<file path="src/rtl/wishbone_pkg.sv">
// Shared widths, FSM state encoding and request bundle for the Wishbone master.
package wishbone_pkg;

  localparam int WB_ADR_W = 32;
  localparam int WB_DAT_W = 32;
  localparam int WB_SEL_W = 4;

  typedef enum logic [1:0] {
    IDLE = 2'd0,
    REQ  = 2'd1,
    WAIT = 2'd2,
    RESP = 2'd3
  } wb_master_state_t;

  typedef struct packed {
    logic                we;
    logic [WB_SEL_W-1:0] sel;
    logic [WB_ADR_W-1:0] adr;
    logic [WB_DAT_W-1:0] wdata;
  } wb_req_t;

endpackage

</file>
<file path="src/rtl/wishbone_watchdog.sv">
// Saturating cycle counter that flags an access which has been outstanding
// for LIMIT cycles. It holds at LIMIT rather than wrapping, so a stuck access
// stays expired until the next clear.
module wishbone_watchdog #(
  parameter int LIMIT = 255
) (
  input  logic clk,
  input  logic rst_n,
  input  logic clear,
  input  logic enable,
  output logic expired
);

  localparam int CW = $clog2(LIMIT + 1);
  localparam logic [CW-1:0] MAX = CW'(LIMIT);

  logic [CW-1:0] count;

  // Clear has priority; count only while enabled and not yet saturated.
  always_ff @(posedge clk or negedge rst_n) begin
    if (!rst_n) begin
      count <= '0;
    end else if (clear) begin
      count <= '0;
    end else if (enable && (count != MAX)) begin
      count <= count + 1'b1;
    end
  end

  assign expired = (count == MAX);

endmodule

</file>
<file path="src/rtl/wishbone_master.sv">
// Single-outstanding Wishbone pipelined-mode master. Turns a valid/ready
// request into one cyc/stb transaction and returns a one-cycle response
// pulse. A watchdog aborts accesses that are never acknowledged.
module wishbone_master
  import wishbone_pkg::*;
#(
  parameter int TIMEOUT_CYCLES = 255
) (
  input  logic                sysClk,
  input  logic                sysRst,
  input  logic                req_valid,
  output logic                req_ready,
  input  logic                req_we,
  input  logic [WB_SEL_W-1:0] req_sel,
  input  logic [WB_ADR_W-1:0] req_adr,
  input  logic [WB_DAT_W-1:0] req_wdata,
  output logic                rsp_valid,
  output logic [WB_DAT_W-1:0] rsp_rdata,
  output logic                rsp_err,
  output logic                rsp_timeout,
  output logic                wb_cyc_m,
  output logic                wb_stb_m,
  output logic                wb_we_m,
  output logic [WB_SEL_W-1:0] wb_sel_m,
  output logic [WB_ADR_W-1:0] wb_adr_m,
  output logic [WB_DAT_W-1:0] wb_dat_o_m,
  input  logic [WB_DAT_W-1:0] wb_dat_i_m,
  input  logic                wb_ack_m,
  input  logic                wb_err_m,
  input  logic                wb_stall_m
);

  wb_master_state_t state;
  wb_req_t          req_in;
  logic             accept;
  logic             in_flight;
  logic             bus_taken;
  logic             bus_done;
  logic             bus_tmo;
  logic             expired;

  assign req_in = '{we: req_we, sel: req_sel, adr: req_adr, wdata: req_wdata};

  assign accept    = (state == IDLE) && req_valid && req_ready;
  assign in_flight = (state == REQ) || (state == WAIT);
  // A response only counts once the slave has taken the strobe (not stalled)
  // or while waiting; ack/err during a stall belongs to nothing of ours.
  assign bus_taken = ((state == REQ) && !wb_stall_m) || (state == WAIT);
  assign bus_done  = bus_taken && (wb_ack_m || wb_err_m);
  // A real completion arriving on the expiry cycle beats the timeout.
  assign bus_tmo   = in_flight && expired && !bus_done;

  wishbone_watchdog #(
    .LIMIT (TIMEOUT_CYCLES)
  ) u_watchdog (
    .clk     (sysClk),
    .rst_n   (sysRst),
    .clear   (accept),
    .enable  (in_flight),
    .expired (expired)
  );

  // Transaction FSM with all bus and response outputs registered.
  always_ff @(posedge sysClk or negedge sysRst) begin
    if (!sysRst) begin
      state       <= IDLE;
      req_ready   <= 1'b0;
      rsp_valid   <= 1'b0;
      rsp_rdata   <= '0;
      rsp_err     <= 1'b0;
      rsp_timeout <= 1'b0;
      wb_cyc_m    <= 1'b0;
      wb_stb_m    <= 1'b0;
      wb_we_m     <= 1'b0;
      wb_sel_m    <= '0;
      wb_adr_m    <= '0;
      wb_dat_o_m  <= '0;
    end else begin
      case (state)
        IDLE: begin
          rsp_valid <= 1'b0;
          if (accept) begin
            wb_we_m    <= req_in.we;
            wb_sel_m   <= req_in.sel;
            wb_adr_m   <= req_in.adr;
            wb_dat_o_m <= req_in.wdata;
            wb_cyc_m   <= 1'b1;
            wb_stb_m   <= 1'b1;
            req_ready  <= 1'b0;
            state      <= REQ;
          end else begin
            req_ready <= 1'b1;
          end
        end
        REQ, WAIT: begin
          if (bus_done || bus_tmo) begin
            wb_cyc_m    <= 1'b0;
            wb_stb_m    <= 1'b0;
            wb_we_m     <= 1'b0;
            wb_sel_m    <= '0;
            rsp_valid   <= 1'b1;
            rsp_err     <= bus_tmo || wb_err_m;
            rsp_timeout <= bus_tmo;
            // Read data is only meaningful for a clean read ack.
            rsp_rdata   <= (bus_done && !wb_err_m && !wb_we_m) ? wb_dat_i_m : '0;
            state       <= RESP;
          end else if (state == REQ && !wb_stall_m) begin
            wb_stb_m <= 1'b0;
            state    <= WAIT;
          end
        end
        RESP: begin
          rsp_valid <= 1'b0;
          req_ready <= 1'b1;
          state     <= IDLE;
        end
        default: state <= IDLE;
      endcase
    end
  end

endmodule

</file>
<file path="config.mk">
export PLATFORM = sky130hd
export DESIGN_NAME = wishbone_master
export DESIGN_NICKNAME = d
export VERILOG_FILES = /design/src/rtl/wishbone_pkg.sv /design/src/rtl/wishbone_watchdog.sv /design/src/rtl/wishbone_master.sv
export SDC_FILE = /design/constraint.sdc
export NUM_CORES = 1
export LEC_CHECK = 0
export ABC_AREA = 1
export ABC_CLOCK_PERIOD_IN_PS = 2170
export CAP_MARGIN = 25
export CORE_ASPECT_RATIO = 2
export CORE_MARGIN = 4
export CORE_UTILIZATION = 38
export CTS_CLUSTER_SIZE = 24
export DETAILED_ROUTE_END_ITERATION = 8
export GPL_TIMING_DRIVEN = 0
export PLACE_DENSITY = 0.79
export SYNTH_ARGS = -nofsm -noshare
export SYNTH_HDL_FRONTEND = slang
export SYNTH_SLANG_ARGS = --single-unit
export TNS_END_PERCENT = 50
</file>
<file path="constraint.sdc">
create_clock -name sysClk -period 2.17 [get_ports sysClk]
set_clock_uncertainty 0.2 [all_clocks]
set_input_delay 0.651 -clock sysClk [delete_from_list [all_inputs] [get_ports sysClk]]
set_output_delay 0.651 -clock sysClk [all_outputs]
set_load 0.1 [all_outputs]
</file>
======== Word-level counts from Yosys, hierarchy flattened ========
Index checks and enable logic that the tools add are counted.
operators by class
  add/sub/neg operators ................... 1
  eq/ne operators ......................... 8
  multiplexer cells ....................... 22
  reduce and logical (&&, ||, !) cells .... 29
operators by type and width
  cell                 number
  $mux 32              1
  $mux 8               2
  $pmux 1 s2           5
  $logic_and 1x1->1    9
  $add 8x1->8 const B  1
  $eq 8x8->1 const B   1
  $mux 4               2
  $ne 8x8->1 const B   1
  $pmux 4 s2           1
  $mux 1               7
  $mux 2               3
  $pmux 2 s3           1
  $reduce_and 2->1     3
  $reduce_and 3->1     2
  $reduce_bool 2->1    3
  $logic_or 1x1->1     5
  $eq 2x2->1 const B   2
  $logic_not 1->1      4
  $ne 2x2->1 const B   2
  $reduce_or 2->1      2
  $ne 3x3->1 const B   1
  $eq 2x1->1 const B   1
  $logic_not 2->1      1
storage, ports and cells
  flip-flop bits (word level) ............. 117
  input port bits ......................... 107
  output and inout bits ................... 107
  logic and storage cells ................. 73

======== Depth between registers and ports, before layout ========
  word-level depth ........................ 9
  mapped depth ............................ 10
  gate-level depth less buffers ........... 10

======== By module ========
A second synthesis with hierarchy kept.
second synthesis, totals
  cells, all modules ...................... 557
  area total of the unflattened synthesis .. 4931.0 µm²
by module, submodules not included
  module             instances  cells an instance  area each (µm²)  seq. area each (µm²)
  wishbone_master    1          489                4416.7           2727.6
  wishbone_watchdog  1          68                 514.2            200.2

======== Worst setup path before layout ========
OpenSTA, ideal clock, no wires.
  kind .................................... register to register
  from .................................... register req_ready
  to ...................................... register wb_adr_m[0]
  setup time .............................. 0.068 ns
  arrival time ............................ 1.757 ns
  required time ........................... 1.902 ns
  path slack .............................. 0.145 ns
  cell stages (with the launch flop) ...... 7
  buffers on the path ..................... 2
  clock period less this slack ............ 2.025 ns
  path through ............................ dfrtp_1 > nand3_1 > inv_1 > buf_2 > buf_2 > nand2_1 > nand2_1
on the way
  cells in the longest elaborated chain, start to end .. 2
RTL lines
  element                     RTL line               RTL
  from (decl)                 wishbone_master.sv:12  output logic req_ready,
  from (signal assigned)      wishbone_master.sv:67  req_ready <= 1'b0;
  from (signal assigned)      wishbone_master.sv:89  req_ready <= 1'b0;
  from (signal assigned)      wishbone_master.sv:92  req_ready <= 1'b1;
  $logic_and 1x1->1           wishbone_master.sv:44  assign accept = (state == IDLE) && req_valid && req_ready;
  $reduce_and 2->1 (no line)  -
  to (signal assigned)        wishbone_master.sv:85  wb_adr_m <= req_in.adr;
  to (decl)                   wishbone_master.sv:25  output logic [WB_ADR_W-1:0] wb_adr_m,
No other way between the ends.
A chain may end at the register's enable or synchronous reset.

======== Worst setup path after layout ========
  from .................................... register rsp_rdata[4]
  to ...................................... output port rsp_rdata[4]
RTL lines
  element                 RTL line                RTL
  from (decl)             wishbone_master.sv:18   output logic [WB_DAT_W-1:0] rsp_rdata,
  from (signal assigned)  wishbone_master.sv:105  rsp_rdata <= (bus_done && !wb_err_m && !wb_we_m) ? wb_dat_i_m : '0;
No word-level cell between the ends.

==> results.cfg <==
[logic_synthesis]
synthArstFlopShare_pct = 100
netlist-cell-type-count = 29
syn_area_um2 = 4820
yosysTopAreaCell = dfrtp_1
synth.top_cells.by_area = dfrtp_1, nand2_1, nand3_1
synth_nets = 660
ys_dominant_reg_cell = dfrtp_1
synth-seq-cells = 117
syn_area_per_cell_um2 = 8.79
synth-seq-area-share_pct = 60.8
synth_top_area_share_pct = 60.8
syn_inst = 548
yosys_warnings = 0
synth_edf_count = 0

[job]
maxCapViolCount = 0

[worst_setup_path]
slowest_delay_ns = 0.55
path_class = flip-flop to primary output
startpoint_type = flip-flop
crit_family = buffers and inverters
end_kind = primary output
crit_buf_inv = 1
crit_fanout = 2
arrival_ns = 1.29
critPathSlowestCell = clkdlybuf4s15_2
path_cells = clkdlybuf4s15_2
required_ns = 1.32

[clock_tree]
cts_tree = yes
cts_buffers = 17
htree_levels = 4
root_buffer = clkbuf_16
clock-sinks = 117
cts_buffer_depth = 2
insertion_delay_ns = 0.40
cts_setup_buffers = 0
clk_pin_slew_ns = 0.05

[timing]
period_share_pct = 98.5
period_needed_ns = 2.14
hold_viol = 0
fmax_mhz = 468
worst_slew_pin_slew_ns = 0.542
rsz0062_at_grt = false
drv_slew = 0
tns_ns = 0
maxSlewHeadroom_pct = 64.0
setup_viol_count_final = 0

[die]
core-area_um2 = 12500
die_h_um = 167
io_pins = 214
dieArea_um2 = 14700
std_cell_rows = 58
die_w_um = 87.6
start_util_pct = 38.6

[detailed_routing]
dr.pass1.iters = 7
vias = 4352
drtIter0Drc = 128
drc = 0
avgRoutedWirePerCell_um = 14.7
ant_nets = 0
drt-total-wl_um = 13900
via_per_inst = 4.61

[cells_and_area]
final_core_util_pct = 58.1
final_common_cell = nand2_1
fin_nets = 894
syn2layout_area_growth_pct = 50.5
drive_above_1_share_pct = 21.7
diodes = 0
final_cell_mix = nand2_1, dfrtp_1, buf_2, clkdlybuf4s50_1, nand3_1
fin_area_um2 = 7250

[placed_design]
gp_congestion = 0.813
place_area_um2 = 7170
port_buffers = 213
place_hpwl_um = 10400

[global_routing]
grt_max_degree = 94
grt_use_total_pct = 19.5
grt-ovfl-total = 0
grt_first_pass_wirelength_um = 22300
grt_pass1_vias = 4596
antenna_found_initial = 0

[hold_path]
holdCritPathClass = flip-flop to flip-flop

[outcome]
run_status = finished, final reports clean
worst reg2reg max path, cell delays in order (launching register included):
cell and delay, ns:
dfrtp_1 0.41, inv_1 0.10, ha_1 0.22, nand3_1 0.19, buf_2 0.26, nand2_1 0.12, nand3_1 0.10, inv_1 0.17
nand2_1 0.08, nand2_1 0.08
per-layer routing:
layer,vias up,GRT usage (%),part of all wire (%)
met2,161,36.2,55
met5,-,0,0
met4,0,9.75,4.1
li1,2161,-,-
met3,36,4.73,5.6
met1,1994,19.3,35
state kept, by name (all words and copies together), names as in the netlist, 2 cells and up:
signal            count
rsp_rdata            32
state                 2
u_watchdog.count      8
wb_adr_m             32
wb_dat_o_m           32
wb_sel_m              4
worst paths after layout:
kind | startpoint | endpoint | slack (ns) | cells after the start
max in group asynchronous | sysRst | wb_adr_m[9]$_DFFE_PN0P_ | 0.58 | 3
worst max-delay path | rsp_rdata[4]$_DFFE_PN0P_ | rsp_rdata[4] | 0.03 | 1
worst max register to register | state[0]$_DFFE_PN0P_ | wb_sel_m[0]$_DFFE_PN0P_ | 0.20 | 9
min in group asynchronous | sysRst | u_watchdog.count[0]$_DFFE_PN0P_ | 0.47 | 2
worst min register to register | wb_cyc_m$_DFFE_PN0P_ | wb_cyc_m$_DFFE_PN0P_ | 0.27 | 2
worst min-delay path | wb_cyc_m$_DFFE_PN0P_ | wb_cyc_m$_DFFE_PN0P_ | 0.27 | 2
synth_stat cells (2+ instances only):
| master | count |
|---|---|
| nand3_1 | 42 |
| ha_1 | 5 |
| dfrtp_1 | 117 |
| inv_2 | 3 |
| nand2_1 | 300 |
| inv_1 | 18 |
| nand2_4 | 2 |
| nand4_1 | 4 |
| buf_2 | 8 |
| nand3_2 | 2 |
| o21ai_0 | 7 |
| nor2_1 | 8 |
| buf_6 | 6 |
| clkbuf_1 | 7 |
| buf_4 | 3 |
| a21oi_1 | 3 |
area by class of cell:
type / instances / area (um^2)
Fill cell: 1135 / 5230
Sequential cell: 117 / 2930
Timing Repair Buffer: 215 / 1670
Multi-Input combinational cell: 385 / 1650
Clock buffer: 18 / 429
Tap cell: 150 / 188
Buffer: 25 / 173
Clock inverter: 13 / 135
Inverter: 21 / 78.8
stage by stage:
step / setup slack, ns / instances / hold slack, ns
2_1_floorplan: 0.145 / 548 / 0.155
3_3_place_gp: -4.39 / 911 / 0.254
3_5_place_dp: -0.315 / 912 / 0.264
4_1_cts: 0.000107 / 944 / 0.278
5_1_grt: 0.00109 / 944 / 0.292
6_report: 0.0327 / 944 / 0.269
cell families after synthesis:
kind of cell / synth area share, %
AOI/OAI and AO/OA: 1.84
xor gates and xnor gates: 0.364
adders and majority gates: 1.30
buffers and inverters: 4.96
DFF: 60.8
and+or+nand+nor: 30.8
what timing repair did:
action | 4_1_cts | 5_1_grt
setup endpoints to repair | 107 | 106
hold buffers | 1 | 0
hold endpoints to repair | 24 | 0
resized for setup | 454 | 84
Power is not shown: default switching activity piles up to over one toggle a cycle in this logic, so the estimate is an artifact.
